File: src/rtl/three_bit_1x4_route.sv
// 1:4 router: one 3-bit producer fans out to four registered lanes, each with
// its own valid/ack handshake, plus a flush and a sticky ack protocol-error flag.
module three_bit_1x4_route #(
    parameter int unsigned WIDTH = 3
) (
    input  logic             clk,
    input  logic             reset_n,
    input  logic [WIDTH-1:0] in_data,
    input  logic [1:0]       in_select,
    input  logic             in_valid,
    output logic             in_ready,
    input  logic             flush,
    output logic [WIDTH-1:0] out0,
    output logic [WIDTH-1:0] out1,
    output logic [WIDTH-1:0] out2,
    output logic [WIDTH-1:0] out3,
    output logic [3:0]       out_valid,
    input  logic [3:0]       out_ack,
    output logic             ack_err
);

    logic [WIDTH-1:0] lane_data [4];
    logic [3:0]       lane_valid;
    logic             err;
    logic [3:0]       lane_free;
    logic             accept;

    // A lane being acked this cycle can be reloaded in the same cycle.
    always_comb begin
        lane_free = ~lane_valid | out_ack;
        in_ready  = ~flush & lane_free[in_select];
        accept    = in_valid & in_ready;
    end

    always_ff @(posedge clk or negedge reset_n) begin
        if (!reset_n) begin
            for (int unsigned n = 0; n < 4; n++) begin
                lane_data[n] <= '0;
            end
            lane_valid <= '0;
            err        <= 1'b0;
        end else if (flush) begin
            lane_valid <= '0;
            err        <= 1'b0;
        end else begin
            for (int unsigned n = 0; n < 4; n++) begin
                if (accept && (in_select == 2'(n))) begin
                    lane_data[n]  <= in_data;
                    lane_valid[n] <= 1'b1;
                end else if (out_ack[n]) begin
                    lane_valid[n] <= 1'b0;
                end
            end
            err <= err | (|(out_ack & ~lane_valid));
        end
    end

    assign out0      = lane_data[0];
    assign out1      = lane_data[1];
    assign out2      = lane_data[2];
    assign out3      = lane_data[3];
    assign out_valid = lane_valid;
    assign ack_err   = err;

endmodule
File: config.mk
export PLATFORM = sky130hd
export DESIGN_NAME = three_bit_1x4_route
export DESIGN_NICKNAME = d
export VERILOG_FILES = /design/src/rtl/three_bit_1x4_route.sv
export SDC_FILE = /design/constraint.sdc
export NUM_CORES = 1
export LEC_CHECK = 0
export CORE_ASPECT_RATIO = 1.4
export CORE_MARGIN = 3
export CORE_UTILIZATION = 42
export CTS_CLUSTER_SIZE = 10
export DETAILED_ROUTE_END_ITERATION = 12
export PLACE_DENSITY_LB_ADDON = 0.12
export SETUP_SLACK_MARGIN = 0.3
export SYNTH_ARGS = -nofsm -noshare
export SYNTH_HDL_FRONTEND = slang
export SYNTH_SLANG_ARGS = --single-unit
export TNS_END_PERCENT = 100
File: constraint.sdc
create_clock -name clk -period 1.25 [get_ports clk]
set_input_delay 0.25 -clock clk [delete_from_list [all_inputs] [get_ports clk]]
set_output_delay 0.25 -clock clk [all_outputs]
set_load 0.01 [all_outputs]
==> summary.txt, run 1 <==
Worst setup path
  • Crit start category: primary input
  • Max incr delay on CP: 540 ps
  • CP endpoint kind: output port
  • Stages on worst setup path: 5
  • Peak fanout along the critical path: 3
  • Reg2Reg Setup Slack: -100 ps
  • CP cell instances: clkdlybuf4s50_1 -> nor4b_2 -> a311o_1 -> a21oi_2 -> buf_2
  • Crit path buf inv count: 2
  • Worst path top cell family by delay: buffers and inverters
  • Kind of critical path: primary input to output port
  • R2r startpoint: out_valid[0]
  • Reg2reg path depth: 6
  • FF-to-FF End: out0[0]
  • Critical Path AT: 1390 ps
  • CP Launch Point: out_ack[0]
  • Worst endpoint required time: 1000 ps
  • Critical-path top delay cell: clkdlybuf4s50_1

Pwr
  • Clock power frac: 0.188
  • Peak VDD IR: 0.667 mV
  • Logic pwr share: 0.373
  • P per Cell Area: about 1000 nW/um^2
  • Pint: 1120 uW
  • Leakage power: 0.000755 uW
  • Switching share of power: 0.279
  • Seq pwr share: 0.439
  • NetSw: 435 uW

Global route
  • Initial antenna violation count: 0
  • First-pass GRT wire length: 3.51 mm
  • GR Overflow Total: 0
  • Gr usage total: 0.193
  • Vias in the first global route: 792
  • Largest net degree at the start of global routing: 18

Layout
  • Reg area: about 430 sq um
  • Commonest non-fill, non-tap cell in the layout: buf_4
  • Final cell count without fillers: 148
  • Final instance area: 1490 sq um
  • Ant diodes: 0
  • Multi-input combinational cell area: 452 sq um
  • Post-Route Utilization: 0.826
  • Area grow syn2layout: 84.6%
  • Most frequent cells in the layout: buf_4 (22), dfrtp_1 (17), buf_6 (16)
  • Filler instances: 103
  • Layout cells sized above 1: 0.680
  • Final net count: between 100 and 150

Detailed routing
  • Initial DRC count: 6
  • Post-Route WL: 2.41 mm
  • Final antenna-violating net count: 0
  • Routed wire per std cell: 16.3 um
  • Routed vias: just over 700
  • Vias per Instance: about 4.9
  • TritonRoute pass-1 iters: 4
  • Post-route DRC: 0

STA
  • Final hold slack: 276 ps
  • Unrepaired setup endpoints after global routing: yes
  • Final Hold Viols: 0
  • Final setup viols: 12
  • Layout Skew: 10.5 ps
  • Final WS setup: -389 ps
  • Slew @ Worst Pin: 355 ps
  • Worst slew margin: 0.764
  • Period utilization: 1.31
  • Fmax: 610 MHz
  • Max-slew violations: 0
  • TNS Setup: -969 ps
  • Final Critical Period: 1640 ps

Synth
  • Largest area contributor in the netlist: dfrtp_1
  • Synth area leaders: dfrtp_1 (53%), mux2_4 (11%), mux2_1 (4.2%), mux2_2 (4.2%), a21oi_1 (3.7%)
  • Mapped Area: 806 sq um
  • Mean Syn Cell Area: 13.4 sq um
  • Post-synth top area share: 0.528
  • Syn Inst Count: 60
  • Sequential area share after synthesis: 0.528
  • Synthesized net count: 73
  • Register bit total from synthesis: 17
  • Yosys warning count: 0
  • Library cells used by synthesis: 21

Clock tree
  • CTS sink cnt: 17
  • Clock tree buffer depth: 2
  • CTS Root Cell: clkbuf_4
  • Num CTS Buffers: 3
  • Htree depth: 1
  • Clock slew at reported path FFs: 110 ps
  • CTS tree: built
  • Worst skew pair latency: 290 ps
  • Hold-fix buffers, CTS: 0

Placed design
  • # port buffers: 30
  • Placed cells: 127
  • Placed Instance Area: about 1300 sq um
  • DP Wirelength: ~1.6 mm
  • GP Congestion: 0.713

Floorplan
  • I/O pin count: 31
  • Die height: 57.8 um
  • Initial core utilization: 0.447
  • CORE AREA: roughly 1800 sq um
  • Die area: 2490 sq um
  • Row count: 18
  • Horiz. Die Dim: 43.0 um

Run
  • Maximum Capacitance Violations: 0

Status
  • Outcome: complete, but fails checks
  • Violated checks: setup timing

Min path
  • Worst min-delay path class: primary input to asynchronous set/reset pin
[sequential cells by signal (all words and copies together) (netlist names)]
register	count
out3	3
out0	3
out2	3
ack_err	1
out1	3
out_valid	4
[kinds of logic after synthesis]
family / Yosys count / share of synthesized area
buffers and inverters: 5 / 0.0233
flip-flops: 17 / 0.528
AND/OR/NAND/NOR: 16 / 0.172
multiplexers: 13 / 0.208
AO/OA/AOI/OAI: 9 / 0.0683
[what timing repair did]
item	in CTS	in global routing
buffers inserted	7	10
gates resized for setup	97	11
endpoints found under the setup margin	35	34
pin swaps	5	3
endpoints found under the hold margin	0	0
[stage by stage]
step | total power (uW) | worst slack (ps)
6_report | 1560 | -389
5_1_grt | 1640 | -432
4_1_cts | 1500 | -398
3_5_place_dp | 1220 | -939
3_3_place_gp | 1210 | -870
2_1_floorplan | 902 | 3.23
[power by group through the flow]
stage	sequential (uW)	combinational, uW	clock, uW
after floorplan	746	156	0
after detailed placement	703	517	0
final	685	581	293
after CTS	685	509	306
after global routing	700	620	319
after global placement	698	507	0
[synthesized netlist by cell type, drive strengths merged]
cell type	number
dfrtp	17
mux2	12
a21oi	6
inv	5
nand3	4
nand2b	3
nand2	2
nor2b	2
a222oi	1
a311o	1
and2b	1
and4	1
mux2i	1
nor2	1
nor4b	1
o21ai	1
or2b	1
[worst max path at each step]
stage               slack [ps]  endpoint
floorplan                    3  in_ready
global placement          -870  in_ready
detailed placement        -940  in_ready
CTS                       -400  in_ready
global route              -430  in_ready
finish                    -390  in_ready
[routing by layer]
metal / wire [um] / track usage
met1: 961 / 0.207
met2: 1300 / 0.343
met3: 105 / 0.0342
met4: 42 / 0.121
met5: 0 / 0
[layout make-up]
type / count / share of cell area
Tap cell: 20 / 0.0168
Sequential cell: 17 / 0.286
Timing Repair Buffer: 64 / 0.362
Multi-Input combinational cell: 38 / 0.304
Inverter: 5 / 0.0126
Clock inverter: 1 / 0.00336
Clock buffer: 3 / 0.0151
Power figures use the tool's default switching activity.
==> run 2: changes to the inputs <==
SKIP_CTS_REPAIR_TIMING = 1   (was unset)
==> summary.txt, run 2 (same netlist as run 1, synthesis figures left out) <==
Layout
  • Most frequent cells in the layout: buf_4 (23), dfrtp_1 (17), buf_2 (12) (was buf_4 (22), dfrtp_1 (17), buf_6 (16))
  • Final cell count without fillers: 144 (was 148)
  • Final net count: 138 (was 142)
  • Max reg flops: 4 (unchanged)
  • Post-Route Utilization: 0.788 (was 0.826)
  • Ant diodes: 0 (unchanged)
  • Area grow syn2layout: 76.2% (was 84.6%)
  • Layout cells sized above 1: 0.637 (was 0.680)
  • Commonest non-fill, non-tap cell in the layout: buf_4 (unchanged)

STA
  • Period utilization: 1.32 (was 1.31)
  • Unrepaired setup endpoints after global routing: yes (unchanged)
  • Final hold slack: 259 ps (was 276 ps)
  • Slew @ Worst Pin: 398 ps (was 355 ps)
  • Fmax: 604 MHz (was 610 MHz)
  • Final Hold Viols: 0 (unchanged)
  • Final setup viols: 15 (was 12)
  • Worst slew margin: 0.734 (was 0.764)
  • Max-slew violations: 0 (unchanged)
  • Final Critical Period: 1650 ps (was 1640 ps)
  • Layout Skew: 13.2 ps (was 10.5 ps)
  • TNS Setup: -1550 ps (was -969 ps)
  • Final WS setup: -405 ps (was -389 ps)

Placed design
  • # port buffers: 30 (unchanged)
  • DP Wirelength: 1.60 mm (unchanged)
  • Placed cells: 127 (unchanged)
  • GP Congestion: 0.713 (unchanged)

Detailed routing
  • TritonRoute pass-1 iters: 4 (unchanged)
  • Final antenna-violating net count: 0 (unchanged)
  • Vias per Instance: 5.12 (was 4.91)
  • Routed vias: 737 (was 726)
  • Initial DRC count: 16 (was 6)
  • Post-route DRC: 0 (unchanged)
  • Routed wire per std cell: 15.6 um (was 16.3 um)
  • Post-Route WL: 2.25 mm (was 2.41 mm)

Pwr
  • Peak VDD IR: 0.825 mV (was 0.667 mV)
  • P per Cell Area: 1090 nW/um^2 (was 1050 nW/um^2)
  • Leakage power: 0.000724 uW (was 0.000755 uW)

Worst setup path
  • Reg2reg path depth: 5 (was 6)
  • Critical Path AT: 1400 ps (was 1390 ps)
  • CP endpoint kind: output port (unchanged)
  • Reg2Reg Setup Slack: -60 ps (was -100 ps)
  • Kind of critical path: flip-flop to output port (was primary input to output port)
  • R2r startpoint: out_valid[0] (unchanged)
  • Crit start category: flip-flop (was primary input)
  • FF-to-FF End: out0[0] (unchanged)
  • Peak fanout along the critical path: 2 (was 3)
  • Worst endpoint required time: 1000 ps (about the same)

Global route
  • First-pass GRT wire length: 3.22 mm (was 3.51 mm)
  • Largest net degree at the start of global routing: 18 (unchanged)
  • Initial antenna violation count: 0 (unchanged)
  • Vias in the first global route: 741 (was 792)
  • GR Overflow Total: 0 (unchanged)
  • Gr usage total: 0.176 (was 0.193)

Run
  • Maximum Capacitance Violations: 0 (unchanged)

Clock tree
  • CTS sink cnt: 17 (unchanged)
  • Clock slew at reported path FFs: 110 ps (about the same)
  • Htree depth: 1 (unchanged)
  • Clock tree buffer depth: 2 (unchanged)
  • CTS tree: built (unchanged)
  • CTS Root Cell: clkbuf_4 (unchanged)
  • Num CTS Buffers: 3 (unchanged)
  • Worst skew pair latency: 310 ps (was 290 ps)

Floorplan
  • Die height: 57.8 um (unchanged)
  • CORE AREA: 1800 sq um (unchanged)
  • Horiz. Die Dim: 43.0 um (unchanged)
  • I/O pin count: 31 (unchanged)
  • Row count: 18 (unchanged)
  • Die area: 2490 sq um (unchanged)
  • Initial core utilization: 0.447 (unchanged)

Min path
  • Worst min-delay path class: primary input to asynchronous set/reset pin (unchanged)

Status
  • Violated checks: setup timing (unchanged)
  • Outcome: complete, but fails checks (unchanged)
[run 2: cell types whose count changed in the layout (fill, tap and decap cells not counted), moves of 2 or more]
| cell | change |
|---|---|
| buf_2 | -2 |
| buf_6 | -5 |
| clkbuf_2 | +2 |
| clkdlybuf4s50_1 | +2 |
| dlygate4sd2_1 | -3 |
[run 2: critical path, cell delays in order, from the launching register on]
cell and delay (ps):
dfrtp_1 370, or2b_4 270, mux2i_1 230, a21oi_2 90, buf_2 140
[run 2: metal layers]
layer  share of wire  global-route usage
met1            0.38               0.183
met5               0                   0
met3           0.070              0.0280
met4           0.023              0.0776
met2            0.53               0.337
[run 2: layout make-up]
class	count	area, sq um
clock buffers	3	22.5
clock inverters	1	5.00
fillers	117	382
inverters	5	18.8
multi-input cells	38	427
flip-flops and latches	17	425
well taps	20	25.0
repair buffers	60	497
[run 2: worst max path at each step]
stage	end	slack [ps]	cells after the start	startpoint
after global routing	in_ready	-470	4	out_valid[0]
after detailed placement	in_ready	-940	5	in_select[0]
after global placement	in_ready	-870	5	in_select[0]
after CTS	in_ready	-940	5	in_select[0]
after floorplan	in_ready	3	3	out_valid[0]
final	in_ready	-400	4	out_valid[1]
[run 2: power by group]
| group | switching [uW] | internal, uW | total (uW) |
|---|---|---|---|
| registers | 43.7 | 642 | 686 |
| logic | 205 | 344 | 549 |
| clock network | 187 | 119 | 307 |
[run 2: per-stage QoR]
| stage | total power, uW | instance area, sq um | worst slack (ps) |
|---|---|---|---|
| floorplan | 902 | 830 | 3.23 |
| global placement | 1210 | 1280 | -870 |
| detailed placement | 1220 | 1280 | -939 |
| CTS | 1520 | 1310 | -938 |
| global route | 1610 | 1420 | -468 |
| finish | 1540 | 1420 | -405 |
==> run 3: changes to the inputs <==
CORE_ASPECT_RATIO = unset   (was 1.4)
clock period = 1.6 ns   (was 1.25 ns; I/O delays follow)
==> summary.txt, run 3 (same netlist as run 1, synthesis figures left out) <==
Pwr
  • Seq pwr share: 0.474 (was 0.445)
  • Logic pwr share: 0.330 (was 0.356)
  • Total power: 1140 uW (was 1540 uW)
  • NetSw: 301 uW (was 436 uW)
  • Peak VDD IR: 0.926 mV (was 0.825 mV)
  • Switching share of power: 0.265 (was 0.283)
  • Leakage power: 0.000783 uW (was 0.000724 uW)
  • Clock power frac: 0.196 (was 0.199)
  • Pint: 835 uW (was 1110 uW)
  • P per Cell Area: 823 nW/um^2 (was 1090 nW/um^2)

Global route
  • Initial antenna violation count: 0 (unchanged)
  • Largest net degree at the start of global routing: 18 (unchanged)
  • GR Overflow Total: 0 (unchanged)
  • Vias in the first global route: 665 (was 741)
  • First-pass GRT wire length: 3.02 mm (was 3.22 mm)
  • Gr usage total: 0.160 (was 0.176)

Layout
  • Layout cells sized above 1: 0.418 (was 0.637)
  • Max reg flops: 4 (unchanged)
  • Final net count: 124 (was 138)
  • Commonest non-fill, non-tap cell in the layout: dlymetal6s2s_1 (was buf_4)
  • Most frequent cells in the layout: dlymetal6s2s_1 (19), dfrtp_1 (17), buf_4 (14) (was buf_4 (23), dfrtp_1 (17), buf_2 (12))
  • Ant diodes: 0 (unchanged)
  • Area grow syn2layout: 71.3% (was 76.2%)

Detailed routing
  • TritonRoute pass-1 iters: 4 (unchanged)
  • Routed wire per std cell: 14.3 um (was 15.6 um)
  • Vias per Instance: 4.74 (was 5.12)
  • Post-route DRC: 0 (unchanged)
  • Initial DRC count: 7 (was 16)
  • Post-Route WL: 1.94 mm (was 2.25 mm)
  • Final antenna-violating net count: 0 (unchanged)
  • Routed vias: 640 (was 737)

Clock tree
  • CTS tree: built (unchanged)
  • Clock tree buffer depth: 2 (unchanged)
  • Htree depth: 1 (unchanged)
  • CTS sink cnt: 17 (unchanged)
  • Num CTS Buffers: 3 (unchanged)
  • CTS Root Cell: clkbuf_4 (unchanged)
  • Worst skew pair latency: 290 ps (was 310 ps)
  • Clock slew at reported path FFs: 100 ps (was 110 ps)

Placed design
  • Pre-CTS setup slack: -677 ps (was -939 ps)
  • DP Wirelength: 1.48 mm (was 1.60 mm)
  • # port buffers: 30 (unchanged)
  • GP Congestion: 0.784 (was 0.713)

Worst setup path
  • Reg2reg path depth: 4 (was 5)
  • Max incr delay on CP: 450 ps (was 370 ps)
  • R2r startpoint: out_valid[3] (was out_valid[0])
  • Peak fanout along the critical path: 2 (unchanged)
  • Crit start category: primary input (was flip-flop)
  • Critical Path AT: 1340 ps (was 1400 ps)
  • Critical-path top delay cell: clkdlybuf4s50_1 (was dfrtp_1)
  • Worst endpoint required time: 1280 ps (was 1000 ps)
  • CP endpoint kind: output port (unchanged)
  • Crit path buf inv count: 2 (was 1)
  • Worst path top cell family by delay: buffers and inverters (was flip-flops)
  • Kind of critical path: primary input to output port (was flip-flop to output port)
  • CP cell instances: clkdlybuf4s50_1 -> a311o_1 -> a21oi_2 -> buf_2 (was or2b_4 -> mux2i_1 -> a21oi_2 -> buf_2)
  • FF-to-FF End: out3[2] (was out0[0])
  • Reg2Reg Setup Slack: 280 ps (was -60 ps)

Run
  • Maximum Capacitance Violations: 0 (unchanged)

Status
  • Violated checks: setup timing (unchanged)
  • Outcome: complete, but fails checks (unchanged)

STA
  • Final Critical Period: around 1700 ps
  • Final setup viols: 1 (was 15)
  • Max-slew violations: 0 (unchanged)
  • Final Hold Viols: 0 (unchanged)
  • Worst slew margin: 0.727 (was 0.734)
  • Final WS setup: -57.4 ps (was -405 ps)
  • Unrepaired setup endpoints after global routing: yes (unchanged)
  • Period utilization: 1.04
  • Fmax: 603 MHz
  • Slew @ Worst Pin: 409 ps (was 398 ps)
  • Layout Skew: 9.36 ps (was 13.2 ps)

Floorplan
  • Die height: 49.8 um (was 57.8 um)
  • I/O pin count: 31 (unchanged)
  • Horiz. Die Dim: 49.8 um (was 43.0 um)
  • Row count: 15 (was 18)
  • CORE AREA: 1760 sq um (was 1800 sq um)
  • Die area: 2480 sq um (was 2490 sq um)
  • Initial core utilization: 0.457 (was 0.447)

Min path
  • Worst min-delay path class: primary input to asynchronous set/reset pin (unchanged)
-- run 3: cell types whose count changed in the layout (fill, tap and decap cells not counted), sizes merged --
cell	before	now
buf	46	18
dlymetal6s2s	4	19
clkinv	1	0
clkdlybuf4s50	8	7
clkinvlp	0	1
-- run 3: worst reg2reg max path, stage by stage, from the launching register on --
cell and delay [ps]:
dfrtp_1 440, nand2b_4 100, buf_4 110, and4_4 250
mux2_4 300
-- run 3: area by class of cell --
| cell class | instances | area [sq um] |
|---|---|---|
| Fill cell | 124 | 384 |
| Tap cell | 25 | 31.3 |
| Multi-Input combinational cell | 38 | 413 |
| Clock inverter | 1 | 7.51 |
| Clock buffer | 3 | 22.5 |
| Inverter | 5 | 18.8 |
| Sequential cell | 17 | 425 |
| Timing Repair Buffer | 46 | 462 |
-- run 3: worst max-delay path by stage --
| stage | startpoint | end | cells after the start | slack (ps) |
|---|---|---|---|---|
| floorplan | out_valid[0] | in_ready | 3 | 280 |
| global placement | in_select[0] | in_ready | 5 | -660 |
| detailed placement | in_select[0] | in_ready | 5 | -680 |
| CTS | in_select[0] | in_ready | 5 | -680 |
| global route | out_valid[0] | in_ready | 4 | -110 |
| finish | flush | in_ready | 4 | -60 |
-- run 3: power groups by stage --
stage	Sequential (uW)	Combinational, uW	Clock, uW
3_3_place_gp	546	381	0
3_5_place_dp	549	386	0
5_1_grt	549	401	252
2_1_floorplan	582	108	0
6_report	538	375	222
4_1_cts	541	388	236
-- run 3: per-layer routing --
layer,vias to the layer above,track usage,share of wire
li1,315,-,-
met1,310,0.201,0.42
met5,-,0,0
met2,15,0.258,0.53
met3,0,0.0634,0.049
met4,0,0.0323,0
-- run 3: metrics by stage --
step / instances / TNS [ps] / utilization / area (sq um) / hold WS, ps
5_1_grt: 135 / -114 / 0.782 / 1380 / 348
3_5_place_dp: 131 / -2510 / 0.718 / 1270 / 481
2_1_floorplan: 60 / 0 / - / 816 / 24.4
3_3_place_gp: 131 / -2280 / 0.718 / 1270 / 474
6_report: 135 / -57.4 / 0.782 / 1380 / 360
4_1_cts: 135 / -758 / 0.735 / 1300 / 354
